### src/rtl/bin_to_digit_scan.sv
// bin_to_digit_scan: 14-bit binary to 4-digit BCD (double-dabble)
// with a free-running one-hot digit scan onto a shared 4-bit bus.
module bin_to_digit_scan #(
  parameter int REFRESH_DIV = 50000
) (
  input  logic        clk,
  input  logic        rst,
  input  logic [13:0] value,
  input  logic        load,
  input  logic        blank_lz,
  output logic        busy,
  output logic        ovf,
  output logic [3:0]  digit,
  output logic [3:0]  digit_en
);

  typedef enum logic [1:0] {
    IDLE,
    CONV,
    COMMIT
  } state_t;

  localparam logic [19:0] TC = 20'(REFRESH_DIV - 1);
  localparam logic [13:0] MAXV = 14'd9999;

  state_t      state;
  logic [13:0] bin;
  logic [15:0] bcd;
  logic [15:0] bcd_adj;
  logic [3:0]  iter;
  logic [15:0] disp;
  logic [15:0] disp_nxt;
  logic [19:0] rcnt;
  logic [1:0]  idx;
  logic [1:0]  idx_nxt;
  logic        tc;
  logic [3:0]  sel;
  logic        hi_zero;
  logic [3:0]  digit_nxt;

  // add-3 to every BCD nibble that is 5 or more
  always_comb begin
    bcd_adj = bcd;
    for (int k = 0; k < 4; k++) begin
      if (bcd[k*4 +: 4] >= 4'd5) begin
        bcd_adj[k*4 +: 4] = bcd[k*4 +: 4] + 4'd3;
      end
    end
  end

  // conversion FSM; display register only changes in COMMIT
  always_ff @(posedge clk) begin
    if (rst) begin
      state <= IDLE;
      busy  <= 1'b0;
      ovf   <= 1'b0;
      bin   <= '0;
      bcd   <= '0;
      iter  <= '0;
      disp  <= '0;
    end else begin
      unique case (state)
        IDLE: begin
          if (load) begin
            state <= CONV;
            busy  <= 1'b1;
            bcd   <= '0;
            iter  <= '0;
            if (value > MAXV) begin
              bin <= MAXV;
              ovf <= 1'b1;
            end else begin
              bin <= value;
              ovf <= 1'b0;
            end
          end
        end
        CONV: begin
          {bcd, bin} <= {bcd_adj, bin} << 1;
          iter <= iter + 4'd1;
          if (iter == 4'd13) begin
            state <= COMMIT;
          end
        end
        COMMIT: begin
          disp  <= bcd;
          busy  <= 1'b0;
          state <= IDLE;
        end
        default: state <= IDLE;
      endcase
    end
  end

  // next-cycle view of display and scan index so the bus pair
  // always reflects the digits and position of the coming cycle
  always_comb begin
    disp_nxt = (state == COMMIT) ? bcd : disp;
    tc       = (rcnt == TC);
    idx_nxt  = tc ? idx + 2'd1 : idx;
    sel      = disp_nxt[idx_nxt*4 +: 4];
    hi_zero  = 1'b0;
    case (idx_nxt)
      2'd1: hi_zero = (disp_nxt[15:4] == 12'd0);
      2'd2: hi_zero = (disp_nxt[15:8] == 8'd0);
      2'd3: hi_zero = (disp_nxt[15:12] == 4'd0);
      default: hi_zero = 1'b0;
    endcase
    digit_nxt = (blank_lz && hi_zero) ? 4'hF : sel;
  end

  // free-running refresh counter and registered digit/enable pair
  always_ff @(posedge clk) begin
    if (rst) begin
      rcnt     <= '0;
      idx      <= '0;
      digit    <= 4'h0;
      digit_en <= 4'b0001;
    end else begin
      rcnt     <= tc ? 20'd0 : rcnt + 20'd1;
      idx      <= idx_nxt;
      digit    <= digit_nxt;
      digit_en <= 4'b0001 << idx_nxt;
    end
  end

endmodule

### config.mk
export PLATFORM = sky130hd
export DESIGN_NAME = bin_to_digit_scan
export DESIGN_NICKNAME = d
export VERILOG_FILES = /design/src/rtl/bin_to_digit_scan.sv
export SDC_FILE = /design/constraint.sdc
export NUM_CORES = 1
export LEC_CHECK = 0
export CORE_AREA = 2 2 97 99
export DETAILED_ROUTE_END_ITERATION = 8
export DIE_AREA = 0 0 99 101
export GPL_ROUTABILITY_DRIVEN = 0
export SYNTH_ARGS = -nofsm -noshare
export SYNTH_HDL_FRONTEND = slang
export SYNTH_SLANG_ARGS = --single-unit
export TNS_END_PERCENT = 1
### constraint.sdc
create_clock -name clk -period 5.9 [get_ports clk]
set_input_delay 1.475 -clock clk [delete_from_list [all_inputs] [get_ports clk]]
set_output_delay 1.475 -clock clk [all_outputs]
set_load 0.02 [all_outputs]
-- Yosys cells after proc, flatten, opt, wreduce, memory -nomap -nowiden
Index checks and enable logic that the tools add are counted.
- shifts and indexed selects: 2
- reduce and logical (&&, ||, !) cells: 12
- multiplexer cells: 21
- magnitude comparators: 5
- equality and inequality tests: 9
- add/sub/neg operators: 7
- operator list (operator ; count):
    16-bit two-way mux ; 2
    16-bit case mux with 2 select lines ; 1
    14-bit two-way mux ; 2
    14-bit case mux with 2 select lines ; 1
    20-bit by 1-bit adder with 20-bit output, second input constant ; 1
    20-bit by 16-bit == test with 1-bit output, second input constant ; 1
    4-bit two-way mux ; 5
    4-bit by 3-bit >= comparator with 1-bit output, second input constant ; 4
    16-bit by 5-bit indexed part select with 4-bit output ; 1
    14-bit greater-than comparator, second input constant ; 1
    4-bit by 2-bit adder with 4-bit output, second input constant ; 3
    12-bit logical NOT ; 1
    8-bit logical NOT ; 1
    4-bit case mux with 2 select lines ; 1
    2-bit AND reduction ; 4
    2-bit == test, second input constant ; 3
    2-bit two-way mux ; 3
    4-bit by 1-bit adder with 4-bit output, second input constant ; 1
    2-bit by 1-bit == test with 1-bit output, second input constant ; 2
    4-bit == test, second input constant ; 1
    4-bit logical NOT ; 1
    2-bit inequality test, second input constant ; 2
    2-bit case mux with 2 select lines ; 1
    2-bit nonzero test ; 2
    other kinds (10) ; 11
- output and inout bits: 10
- bits of input ports: 18
- bits in registers: 84
- word-level logic and storage cells: 67

-- Logic depth before layout (Yosys ltp)
- depth in word-level cells: 6
- gate-level depth with buffers: 8
- gate-level depth less buffers: 7

-- Worst setup path after synthesis
No wires, ideal clock.
- kind: input port to flip-flop
- from: in value[6]
- to: reg bin[4]
- path slack: 3262 ps
- setup time: 65 ps
- path buffers: 0
- stages on the path: 6
- required time: 5835 ps
- arrival time: 2572 ps
- path through: nor4_1 -> nor2_1 -> o31ai_1 -> nor2b_1 -> a222oi_1 -> nor2_1
- longest elaborated chain between the ends: 4
- RTL lines (item ; line ; text):
    start: declaration ; 8 ; input logic [13:0] value,
    14-bit greater-than comparator ; 69 ; if (value > MAXV) begin
    14-bit two-way mux ; 69 ;
    14-bit two-way mux ; 64 ; if (load) begin
    14-bit case mux with 2 select lines ; 62 ; unique case (state)
    end signal: assignment ; 73 ; bin <= value;
    end signal: assignment ; 79 ; {bcd, bin} <= {bcd_adj, bin} << 1;
    end: declaration ; 27 ; logic [13:0] bin;
Every way passes these cells. The select of a mux whose other input is x is not followed.
A chain may end at the register's enable or synchronous reset.

-- Worst setup path after layout
- from: in value[6]
- to: reg bin[10]
Same word-level chain as after synthesis.

==> impl_metrics.xml <==
<?xml version="1.0" encoding="UTF-8"?>
<metrics>
  <group name="timing">
    <metric name="final-setup-viol-count" unit="">0</metric>
    <metric name="worstMarginPinSlew" unit="ps">1080</metric>
    <metric name="worst_clock_skew" unit="ps">12.3</metric>
    <metric name="layout_worst_path_cycle_share" unit="%">52.9</metric>
    <metric name="final_critical_path_setup_slack" unit="ps">2780</metric>
    <metric name="timing.slew.headroom" unit="%">28.0</metric>
    <metric name="fmaxAchievable" unit="MHz">320</metric>
    <metric name="hold_slack" unit="ps">466</metric>
    <metric name="rsz0062_at_grt" unit="">no</metric>
    <metric name="setup_total_negative_slack" unit="ps">0</metric>
    <metric name="report.final.hold_viol_count" unit="">0</metric>
    <metric name="final_max_slew_viol_count" unit="">0</metric>
    <metric name="fin_crit" unit="ps">3120</metric>
  </group>
  <group name="floorplanning">
    <metric name="die-area" unit="um^2">10000</metric>
    <metric name="dieHeight" unit="um">101</metric>
    <metric name="floorplan.io_pins" unit="">28</metric>
    <metric name="core.rowCount" unit="">35</metric>
    <metric name="horizontal_extent_of_the_die" unit="um">99</metric>
    <metric name="design.core.area" unit="um^2">8980</metric>
    <metric name="start_util" unit="%">43.8</metric>
  </group>
  <group name="place">
    <metric name="hpwl" unit="um">5790</metric>
    <metric name="placement.io_buffers" unit="">27</metric>
    <metric name="post-place-ws" unit="ps">2410</metric>
  </group>
  <group name="detailed_routing">
    <metric name="wire_per_inst" unit="um">13.9</metric>
    <metric name="drt_pre_antenna_iters" unit="">4</metric>
    <metric name="final_ant_viol_nets" unit="">0</metric>
    <metric name="drt_first_iter_violations" unit="">173</metric>
    <metric name="drc" unit="">0</metric>
    <metric name="num_vias" unit="">3175</metric>
    <metric name="routed_via_density" unit="">5.34</metric>
    <metric name="routed_wl" unit="um">8250</metric>
  </group>
  <group name="final_layout">
    <metric name="synthToLayoutAreaGrowth" unit="%">15.0</metric>
    <metric name="total_number_of_nets_in_the_final_design" unit="">509</metric>
    <metric name="utilization" unit="%">50.4</metric>
    <metric name="fillerInstances" unit="">867</metric>
    <metric name="antenna_fix_cells" unit="">0</metric>
    <metric name="post_route_cells_drive_above_1_share" unit="%">7.44</metric>
  </group>
  <group name="clock_tree">
    <metric name="cts.hold.buffers_added" unit="">0</metric>
    <metric name="post_cts_resized" unit="">0</metric>
    <metric name="cts_buffer_depth" unit="">2</metric>
    <metric name="numCtsBuffers" unit="">9</metric>
    <metric name="clock-sinks" unit="">84</metric>
    <metric name="cts_setup_buffers" unit="">0</metric>
    <metric name="clock_latency" unit="ps">350</metric>
    <metric name="worst_setup_hold_path_clk_slew" unit="ps">90</metric>
    <metric name="ctsHtreeMaxLevel" unit="">3</metric>
    <metric name="clock_tree_from_tritoncts" unit="">built</metric>
    <metric name="clockRootBuffer" unit="">clkbuf_8</metric>
  </group>
  <group name="pwr">
    <metric name="ir_drop" unit="uV">146</metric>
    <metric name="power_per_cell_area" unit="nW/um^2">261</metric>
    <metric name="post-layout-total-power" unit="mW">1.18</metric>
    <metric name="p_leak" unit="nW">1.67</metric>
  </group>
  <group name="run_status">
    <metric name="status" unit="">completed</metric>
  </group>
  <group name="global_route">
    <metric name="grt_first_pass_wirelength" unit="um">14500</metric>
    <metric name="grt_overflow_total" unit="">0</metric>
    <metric name="antenna_found_initial" unit="">0</metric>
    <metric name="grt_max_degree" unit="">51</metric>
    <metric name="grt_use_total" unit="%">17.8</metric>
    <metric name="grt_pass1_vias" unit="">3051</metric>
  </group>
  <group name="synth">
    <metric name="portion_of_the_post_synthesis_area_used_by_sequential_elements" unit="%">42.8</metric>
    <metric name="synthDistinctLibCells" unit="">47</metric>
    <metric name="ys.flop_type" unit="">dfxtp_1</metric>
    <metric name="syn-instance-count" unit="">461</metric>
    <metric name="mappedNetlistArea" unit="um^2">3930</metric>
    <metric name="ys.warnings.count" unit="">0</metric>
    <metric name="synth-edff-count" unit="">0</metric>
    <metric name="yosys_register_bits" unit="">84</metric>
    <metric name="async_reset_ff_share" unit="%">0</metric>
    <metric name="synthesis.area_per_instance" unit="um^2">8.53</metric>
    <metric name="synth_fp_nets" unit="">490</metric>
  </group>
  <group name="critical_path">
    <metric name="timing.critical_path.required" unit="ps">6090</metric>
    <metric name="element_type_at_the_critical_path_end" unit="">register</metric>
    <metric name="critical_path_peak_fanout" unit="">6</metric>
    <metric name="timing.setup.critical_path_class" unit="">primary input to register</metric>
    <metric name="timing.reg2reg.worst_path_depth" unit="">6</metric>
    <metric name="worst_setup_path_start_kind" unit="">primary input</metric>
    <metric name="critPathArrivalTime" unit="ps">3310</metric>
  </group>
  <group name="worst_hold_path">
    <metric name="hold_class" unit="">register to register</metric>
    <metric name="holdPathStages" unit="">1</metric>
  </group>
  <group name="run">
    <metric name="max_cap_viol_count" unit="">0</metric>
  </group>
</metrics>
-- report_power, final --
group	switching (mW)	leakage (nW)	internal (mW)	total [mW]
combinational	0.0349	0.864	0.0256	0.0605
clock	0.207	0.126	0.323	0.530
sequential	0.00906	0.681	0.579	0.588
total	0.251	1.67	0.927	1.18
-- critical path, stage by stage --
cell and delay [ps]:
clkdlybuf4s50_1 420, nor4_1 320, nor2_1 90, o31ai_1 490
nand3_1 280, nor2_1 180, nor4_1 60
-- metrics by stage --
step	instance area [um^2]	cells
final	4520	595
after global routing	4520	595
after CTS	4520	595
after detailed placement	4260	580
after global placement	4260	580
after floorplan	3930	461
-- cell usage after synthesis, types with 5 or more instances --
master     n  area [um^2]
a21oi_1   29          145
a222oi_1   6         60.1
clkbuf_1  16         60.1
dfxtp_1   84         1680
ha_1      11          138
inv_1     14         52.6
mux2_2     5         56.3
mux2i_1    9         90.1
mux4_2     6          135
nand2_1   47          176
nand2b_1   8         50.1
nand3_1   19         95.1
nor2_1    87          327
nor3_1    14         70.1
nor4_1    12         75.1
o21ai_0   21          105
o31ai_1    5         37.5
xnor2_1   14          123
xor2_1    12          105
-- final timing paths --
kind	from	to	slack [ps]
worst max-delay path	value[6]	bin[10]	2780
worst min register to register	rcnt[0]	rcnt[0]	470
worst min-delay path	rcnt[0]	rcnt[0]	470
worst max register to register	rcnt[4]	digit[3]	3020
-- registers in the layout, summed over array words and instances (netlist names) --
register / count
busy: 1
ovf: 1
idx: 2
state: 2
bcd: 16
digit_en: 4
rcnt: 20
digit: 4
disp: 16
iter: 4
bin: 14
-- cell type report --
type                       instances  area (um^2)  share of cell area, %
inverter                          14         52.6                   1.16
timing repair buffer              28          273                   6.03
multi-input combinational        343         2120                   46.8
clock buffer                       9          124                   2.74
sequential                        84         1680                   37.2
tap                              111          139                   3.07
clock inverter                     6          136                   3.01
-- cells in the final DEF, fill, tap and decap left out, types with 3 or more instances in the layout --
cell,netlist,routed
a211oi_1,3,3
a21oi_1,29,29
a222oi_1,6,6
a41oi_1,3,3
bufinv_16,0,4
clkbuf_8,0,9
clkdlybuf4s50_1,0,26
dfxtp_1,84,84
ha_1,11,11
inv_1,14,14
mux2_2,5,5
mux2i_1,9,9
mux4_2,6,6
nand2_1,47,47
nand2b_1,8,8
nand3_1,19,19
nand4_1,3,3
nor2_1,87,87
nor2b_1,3,3
nor3_1,14,14
nor4_1,12,12
o21ai_0,21,21
o31ai_1,5,5
xnor2_1,14,14
xor2_1,12,12
-- metal layers --
metal	share of wire [%]	global-route usage, %	routed length [um]	vias up
li1	-	-	-	1644
met1	50	24.6	4120	1457
met2	46	27.9	3760	63
met3	3.3	3.12	272	11
met4	1.2	6.43	103	0
met5	0	0	0	-
-- cell families after synthesis --
| logic type | synth area share [%] |
|---|---|
| buf+inv | 3.37 |
| compound gates | 11.6 |
| simple gates | 25.1 |
| mux | 7.83 |
| fa+ha+maj | 3.50 |
| flops | 42.8 |
| xor+xnor | 5.79 |
(Power assumes the default switching activity.)
